File: config.mk
export PLATFORM = sky130hd
export DESIGN_NAME = pll_supervisor_flat
export DESIGN_NICKNAME = d
export VERILOG_FILES = /design/src/rtl/pll_supervisor_pkg.sv /design/src/rtl/pll_supervisor_if.sv /design/src/rtl/pll_supervisor_sync2.sv /design/src/rtl/pll_supervisor.sv /design/src/flat_wrapper.sv
export SDC_FILE = /design/constraint.sdc
export NUM_CORES = 1
export LEC_CHECK = 0
export ABC_AREA = 1
export CORE_ASPECT_RATIO = 0.8
export CORE_MARGIN = 5
export CORE_UTILIZATION = 45
export DETAILED_ROUTE_END_ITERATION = 6
export PLACE_DENSITY = 0.67
export SYNTH_ARGS = -nofsm -noshare
export SYNTH_HDL_FRONTEND = slang
export SYNTH_HIERARCHICAL = 1
export SYNTH_SLANG_ARGS = --single-unit
File: constraint.sdc
create_clock -name clock_in -period 1.9 [get_ports clock_in]
set_clock_uncertainty 0.15 [all_clocks]
set_input_delay 0.19 -clock clock_in [delete_from_list [all_inputs] [get_ports clock_in]]
set_output_delay 0.19 -clock clock_in [all_outputs]
set_load 0.02 [all_outputs]
File: src/rtl/pll_supervisor_pkg.sv
// pll_sup_pkg: shared types and constants for the PLL lock supervisor.
//   state_e       one-hot FSM state encodings
//   STATUS_W      width of the saturating status counters
//   IDX_RESET/RUN bit positions of the RESET and RUN state flops
//   cnt_width()   width of the shared down-counter for the given cycle counts
package pll_sup_pkg;

    localparam int STATUS_W  = 8;
    localparam int IDX_RESET = 0;
    localparam int IDX_RUN   = 3;

    typedef enum logic [3:0] {
        ST_RESET = 4'b0001,
        ST_WAIT  = 4'b0010,
        ST_QUAL  = 4'b0100,
        ST_RUN   = 4'b1000
    } state_e;

    // Largest reload value needs $clog2(max) bits; one extra keeps headroom
    // for the exact power-of-two case.
    function automatic int cnt_width(input int a, input int b, input int c);
        int m;
        m = a;
        if (b > m) m = b;
        if (c > m) m = c;
        return $clog2(m) + 1;
    endfunction

endpackage

File: src/rtl/pll_supervisor_if.sv
// pll_supervisor_if: PLL-facing and status signals of the lock supervisor.
//   locked       PLL LOCK (asynchronous)
//   rearm        single-cycle request to re-reset the PLL
//   pll_resetb   PLL RESETB, active low
//   ready        PLL locked and qualified
//   retry_count  saturating lock-timeout count
//   loss_count   saturating lock-loss count
// modport slave is the supervisor side, master is the environment side.
interface pll_supervisor_if;
    import pll_sup_pkg::*;

    logic                locked;
    logic                rearm;
    logic                pll_resetb;
    logic                ready;
    logic [STATUS_W-1:0] retry_count;
    logic [STATUS_W-1:0] loss_count;

    modport master (
        output locked, rearm,
        input  pll_resetb, ready, retry_count, loss_count
    );

    modport slave (
        input  locked, rearm,
        output pll_resetb, ready, retry_count, loss_count
    );

endinterface

File: src/rtl/pll_supervisor_sync2.sv
// sync2: generic two-flop synchronizer with synchronous active-low reset.
//   clk_i   destination clock
//   rst_ni  synchronous reset, active low (flops clear to 0)
//   d_i     asynchronous input
//   q_o     synchronized output, two edges of latency
module sync2 #(
    parameter int W = 1
) (
    input  logic         clk_i,
    input  logic         rst_ni,
    input  logic [W-1:0] d_i,
    output logic [W-1:0] q_o
);

    logic [W-1:0] meta_q;
    logic [W-1:0] sync_q;

    always_ff @(posedge clk_i) begin
        if (!rst_ni) begin
            meta_q <= '0;
            sync_q <= '0;
        end else begin
            meta_q <= d_i;
            sync_q <= meta_q;
        end
    end

    assign q_o = sync_q;

endmodule

File: src/rtl/pll_supervisor.sv
// pll_supervisor: drives SB_PLL40_CORE RESETB, watches LOCK, re-arms the PLL
// on lock timeout or lock loss, and raises ready after a stable-lock window.
//   clock_in  reference clock (same net as PLL REFERENCECLK)
//   resetn    synchronous active-low reset
//   bus       pll_supervisor_if.slave (locked, rearm in; pll_resetb, ready,
//             retry_count, loss_count out)
// Define PLL_SUP_STATUS_EN to build the saturating retry/loss counters;
// otherwise both status outputs read 0 and the FSM is unchanged.
module pll_supervisor
    import pll_sup_pkg::*;
#(
    parameter int RESET_CYCLES  = 16,
    parameter int LOCK_TIMEOUT  = 100000,
    parameter int STABLE_CYCLES = 1024
) (
    input  logic             clock_in,
    input  logic             resetn,
    pll_supervisor_if.slave  bus
);

    localparam int CW = cnt_width(RESET_CYCLES, LOCK_TIMEOUT, STABLE_CYCLES);

    // Each state is occupied for N cycles by loading N-1 on entry and
    // leaving on the cycle the counter reads zero.
    localparam logic [CW-1:0] RST_LD = CW'(RESET_CYCLES - 1);
    localparam logic [CW-1:0] TO_LD  = CW'(LOCK_TIMEOUT - 1);
    localparam logic [CW-1:0] QU_LD  = CW'(STABLE_CYCLES - 1);

    state_e        state_q, state_d;
    logic [CW-1:0] cnt_q, cnt_d;
    logic [3:0]    st_bits;
    logic          lock_s;
    logic          cnt_zero;

    sync2 #(.W(1)) u_lock_sync (
        .clk_i  (clock_in),
        .rst_ni (resetn),
        .d_i    (bus.locked),
        .q_o    (lock_s)
    );

    assign cnt_zero = (cnt_q == '0);

    always_ff @(posedge clock_in) begin
        if (!resetn) begin
            state_q <= ST_RESET;
            cnt_q   <= RST_LD;
        end else begin
            state_q <= state_d;
            cnt_q   <= cnt_d;
        end
    end

    always_comb begin
        state_d = state_q;
        cnt_d   = cnt_q;
        if (bus.rearm) begin
            // Overrides every other transition, including a restart of an
            // in-progress RESET hold.
            state_d = ST_RESET;
            cnt_d   = RST_LD;
        end else begin
            case (state_q)
                ST_RESET: begin
                    if (cnt_zero) begin
                        state_d = ST_WAIT;
                        cnt_d   = TO_LD;
                    end else begin
                        cnt_d = cnt_q - CW'(1);
                    end
                end
                ST_WAIT: begin
                    // Lock is tested first so it wins over a same-cycle timeout.
                    if (lock_s) begin
                        state_d = ST_QUAL;
                        cnt_d   = QU_LD;
                    end else if (cnt_zero) begin
                        state_d = ST_RESET;
                        cnt_d   = RST_LD;
                    end else begin
                        cnt_d = cnt_q - CW'(1);
                    end
                end
                ST_QUAL: begin
                    if (!lock_s) begin
                        state_d = ST_WAIT;
                        cnt_d   = TO_LD;
                    end else if (cnt_zero) begin
                        state_d = ST_RUN;
                        cnt_d   = '0;
                    end else begin
                        cnt_d = cnt_q - CW'(1);
                    end
                end
                ST_RUN: begin
                    if (!lock_s) begin
                        state_d = ST_RESET;
                        cnt_d   = RST_LD;
                    end
                end
                default: begin
                    state_d = ST_RESET;
                    cnt_d   = RST_LD;
                end
            endcase
        end
    end

    // Outputs come straight off single state flops so they cannot glitch.
    assign st_bits        = state_q;
    assign bus.pll_resetb = ~st_bits[IDX_RESET];
    assign bus.ready      = st_bits[IDX_RUN];

`ifdef PLL_SUP_STATUS_EN
    logic                timeout_ev;
    logic                loss_ev;
    logic [STATUS_W-1:0] retry_q;
    logic [STATUS_W-1:0] loss_q;

    // rearm masks both events: it forces RESET without being counted.
    assign timeout_ev = !bus.rearm && (state_q == ST_WAIT) && !lock_s && cnt_zero;
    assign loss_ev    = !bus.rearm && (state_q == ST_RUN)  && !lock_s;

    always_ff @(posedge clock_in) begin
        if (!resetn) begin
            retry_q <= '0;
            loss_q  <= '0;
        end else begin
            if (timeout_ev && (retry_q != '1)) retry_q <= retry_q + STATUS_W'(1);
            if (loss_ev    && (loss_q  != '1)) loss_q  <= loss_q  + STATUS_W'(1);
        end
    end

    assign bus.retry_count = retry_q;
    assign bus.loss_count  = loss_q;
`else
    assign bus.retry_count = '0;
    assign bus.loss_count  = '0;
`endif

endmodule

File: src/flat_wrapper.sv
// flat-port wrapper written by rule: the top's interface ports become plain ports
module pll_supervisor_flat import pll_sup_pkg::*;
#(
    parameter int RESET_CYCLES  = 16,
    parameter int LOCK_TIMEOUT  = 100000,
    parameter int STABLE_CYCLES = 1024
)
  (clock_in, resetn, bus_locked, bus_rearm, bus_pll_resetb, bus_ready, bus_retry_count, bus_loss_count);
  pll_supervisor_if bus_i ();
  input  logic clock_in;
  input  logic resetn;
  input wire logic [$bits(bus_i.locked)-1:0] bus_locked;
  input wire logic [$bits(bus_i.rearm)-1:0] bus_rearm;
  output wire logic [$bits(bus_i.pll_resetb)-1:0] bus_pll_resetb;
  output wire logic [$bits(bus_i.ready)-1:0] bus_ready;
  output wire logic [$bits(bus_i.retry_count)-1:0] bus_retry_count;
  output wire logic [$bits(bus_i.loss_count)-1:0] bus_loss_count;
  assign bus_i.locked = bus_locked;
  assign bus_i.rearm = bus_rearm;
  assign bus_pll_resetb = bus_i.pll_resetb;
  assign bus_ready = bus_i.ready;
  assign bus_retry_count = bus_i.retry_count;
  assign bus_loss_count = bus_i.loss_count;
  pll_supervisor #(.RESET_CYCLES(RESET_CYCLES), .LOCK_TIMEOUT(LOCK_TIMEOUT), .STABLE_CYCLES(STABLE_CYCLES)) u_core (.clock_in(clock_in), .resetn(resetn), .bus(bus_i));
endmodule
==> impl_metrics.json <==
{
  "route.detailed.vias_per_inst": 4.96,
  "crit_path_start_kind": "flop",
  "seq_total_area_yosys": 0.277,
  "post_layout_total_power_uw": 875,
  "cts-buffers-inserted": 3,
  "final_worst_setup_slack_ps": 157,
  "cp.arrival_ps": 1760,
  "nNetsFinal": 297,
  "die_w_um": 79.4,
  "timing.critical_path.fanout_max": 7,
  "cts.reportedPaths.clkPinSlew_ps": 80,
  "clock_insertion_delay_worst_skew_ps": 260,
  "grt_setup_unrepaired": "no",
  "floorplan.die.height_um": 65.5,
  "detail_route.wirelength_mm": 4.03,
  "grt_pass1_wl_mm": 6.73,
  "cts_tree": "built",
  "dr.pass1.iters": 4,
  "antenna-diode-count": 0,
  "post_drt_wl_per_cell_um": 12.1,
  "cts_max_level": 1,
  "ir_worst_vdd_uv": 391,
  "layout_common_cells": "87 x nand2_1, 38 x inv_1, 31 x nor2_1",
  "portBuffers": 5,
  "area_delta_synth_final_pct": 5.78,
  "master_of_the_slowest_instance_on_the_critical_path": "dfxtp_1",
  "clockRootBuffer": "clkbuf_8",
  "cts.sinks": 24,
  "syn-mean-instance-area_um2": 6.14,
  "setup_viol": 0,
  "gp_congestion": 0.968,
  "max_slew.worst_pin.slew_ps": 542,
  "initial_utilization": 0.461,
  "critical-path-max-stage-delay_ps": 320,
  "fp-row-count": 20,
  "timing.slew.headroom": 0.638,
  "place.detailed.hpwl_mm": 3.22,
  "grt_remaining_overflow": 0,
  "crit_type": "flop to flop",
  "synthesis.yosys.warnings": 6,
  "vias_in_the_first_global_route": 1452,
  "layout_cells_sized_above_1": 0.0897,
  "route.antenna.remaining_nets": 0,
  "fin_crit_ps": 1740,
  "synth_seq_cells": 24,
  "drc": 0,
  "cp.required_ps": 1910,
  "synth.distinct_cells": 30,
  "power.density_mw_per_mm2": 478,
  "slew_violations": 0,
  "clock_tree.buffer_depth": 2,
  "antenna_found_initial": 0,
  "timing.max_cap.violations": 0,
  "vias": 1655,
  "synthesis.instances": 282,
  "synth.cell_area_mm2": 0.00173,
  "status": "completed",
  "grt_start_max_net_pins": 17,
  "placeable_core_region_mm2": 0.00375,
  "overall_die_area_mm2": 0.00520,
  "setup-tns-final_ps": 0,
  "critical_path.cell_chain": "inv_1, ha_2, nand2_2, nor2_4, nand3_4, nand2_4, inv_2, a31oi_1, nor2_1",
  "min_path_type": "flop to flop",
  "fmax_mhz": 574,
  "post_cts.repair.setup_buffers": 0,
  "grt_usage": 0.164,
  "leakage_power_total_uw": 0.00103,
  "most_common_cell_after_layout_fill_and_taps_aside": "nand2_1",
  "hold_viol": 0,
  "drt_first_iter_violations": 120,
  "timing.hold.ws_ps": 268,
  "io_pins": 22,
  "crit_path_end_kind": "flop",
  "fin_crit_sh": 0.917,
  "preCtsSetupSlack_ps": 163
}
==> final timing paths <==
path	startpoint	end	slack, ps	depth (start not counted)
max	u_core/cnt_q[1]$_SDFFE_PP1P_	u_core/cnt_q[11]$_SDFFE_PP0P_	160	9
min	u_core/u_lock_sync/meta_q$_SDFF_PN0_	u_core/u_lock_sync/q_o$_SDFF_PN0_	270	2
max reg2reg	u_core/cnt_q[1]$_SDFFE_PP1P_	u_core/cnt_q[11]$_SDFFE_PP0P_	160	9
min reg2reg	u_core/u_lock_sync/meta_q$_SDFF_PN0_	u_core/u_lock_sync/q_o$_SDFF_PN0_	270	2
==> synth_stat cells, drive strengths merged <==
cell,number,area (µm²)
a21oi,8,40.0
a31oi,2,12.5
and2,1,6.26
buf,19,135
clkinv,1,3.75
conb,1,3.75
dfxtp,24,480
ha,1,12.5
inv,41,154
nand2,90,350
nand3,34,198
nand3b,1,7.51
nand4,6,37.5
nor2,38,184
o211ai,1,7.51
o21a,1,7.51
o21ai,6,30.0
or2,1,8.76
xnor2,2,17.5
xor2,4,35.0
==> flip-flops by register name, summed over array words and instances (netlist names) <==
| signal | count |
|---|---|
| u_core/cnt_q | 18 |
| u_core/st_bits | 4 |
| u_core/u_lock_sync/meta_q | 1 |
| u_core/u_lock_sync/q_o | 1 |
==> where the power goes <==
part	switching, µW	internal (µW)	total (µW)
logic	48.6	14.8	63.4
clock network	161	142	303
registers	2.02	507	509
==> logic make-up after synthesis <==
kind of cell | count (synthesis) | share of synthesized area
buffers and inverters | 61 | 0.169
other | 1 | 0.00217
AO/OA/AOI/OAI | 18 | 0.0564
adder cells (fa/ha/maj) | 1 | 0.00722
flip-flops | 24 | 0.277
AND/OR/NAND/NOR | 171 | 0.457
XOR/XNOR | 6 | 0.0303
==> critical path: cells and delay by family, from the launching register on <==
kind / cells / cell delay [ps]
adders and majority gates: 1 / 200
and+or+nand+nor: 5 / 620
buffers and inverters: 2 / 200
DFF: 1 / 320
AOI/OAI and AO/OA: 1 / 150
==> through the flow <==
step	cell area [µm²]	cells	utilization
floorplan	1790	297	-
global placement	1790	331	0.476
detailed placement	1790	331	0.476
CTS	1830	334	0.487
global route	1830	334	0.488
finish	1830	334	0.488
==> repair_timing <==
| item | CTS | global route |
|---|---|---|
| endpoints found under the setup margin | 0 | 7 |
| hold buffers | 0 | 0 |
| gates resized for setup | 0 | 1 |
| hold endpoints to repair | 0 | 0 |
==> area by class of cell <==
class,instances,area (µm²)
sequential,24,480
clock buffer,3,41.3
fill,406,1920
inverter,42,158
multi-input combinational,212,1020
timing repair buffer,9,80.1
tap,44,55.1
==> layer usage <==
layer / share of wire / GRT usage / wire (µm)
met5: 0 / 0 / 0
met3: 0.075 / 0.0370 / 301
met4: 0.011 / 0.0322 / 46
met1: 0.49 / 0.233 / 1990
met2: 0.42 / 0.253 / 1700
No activity file was read; power rests on OpenSTA's default activity.
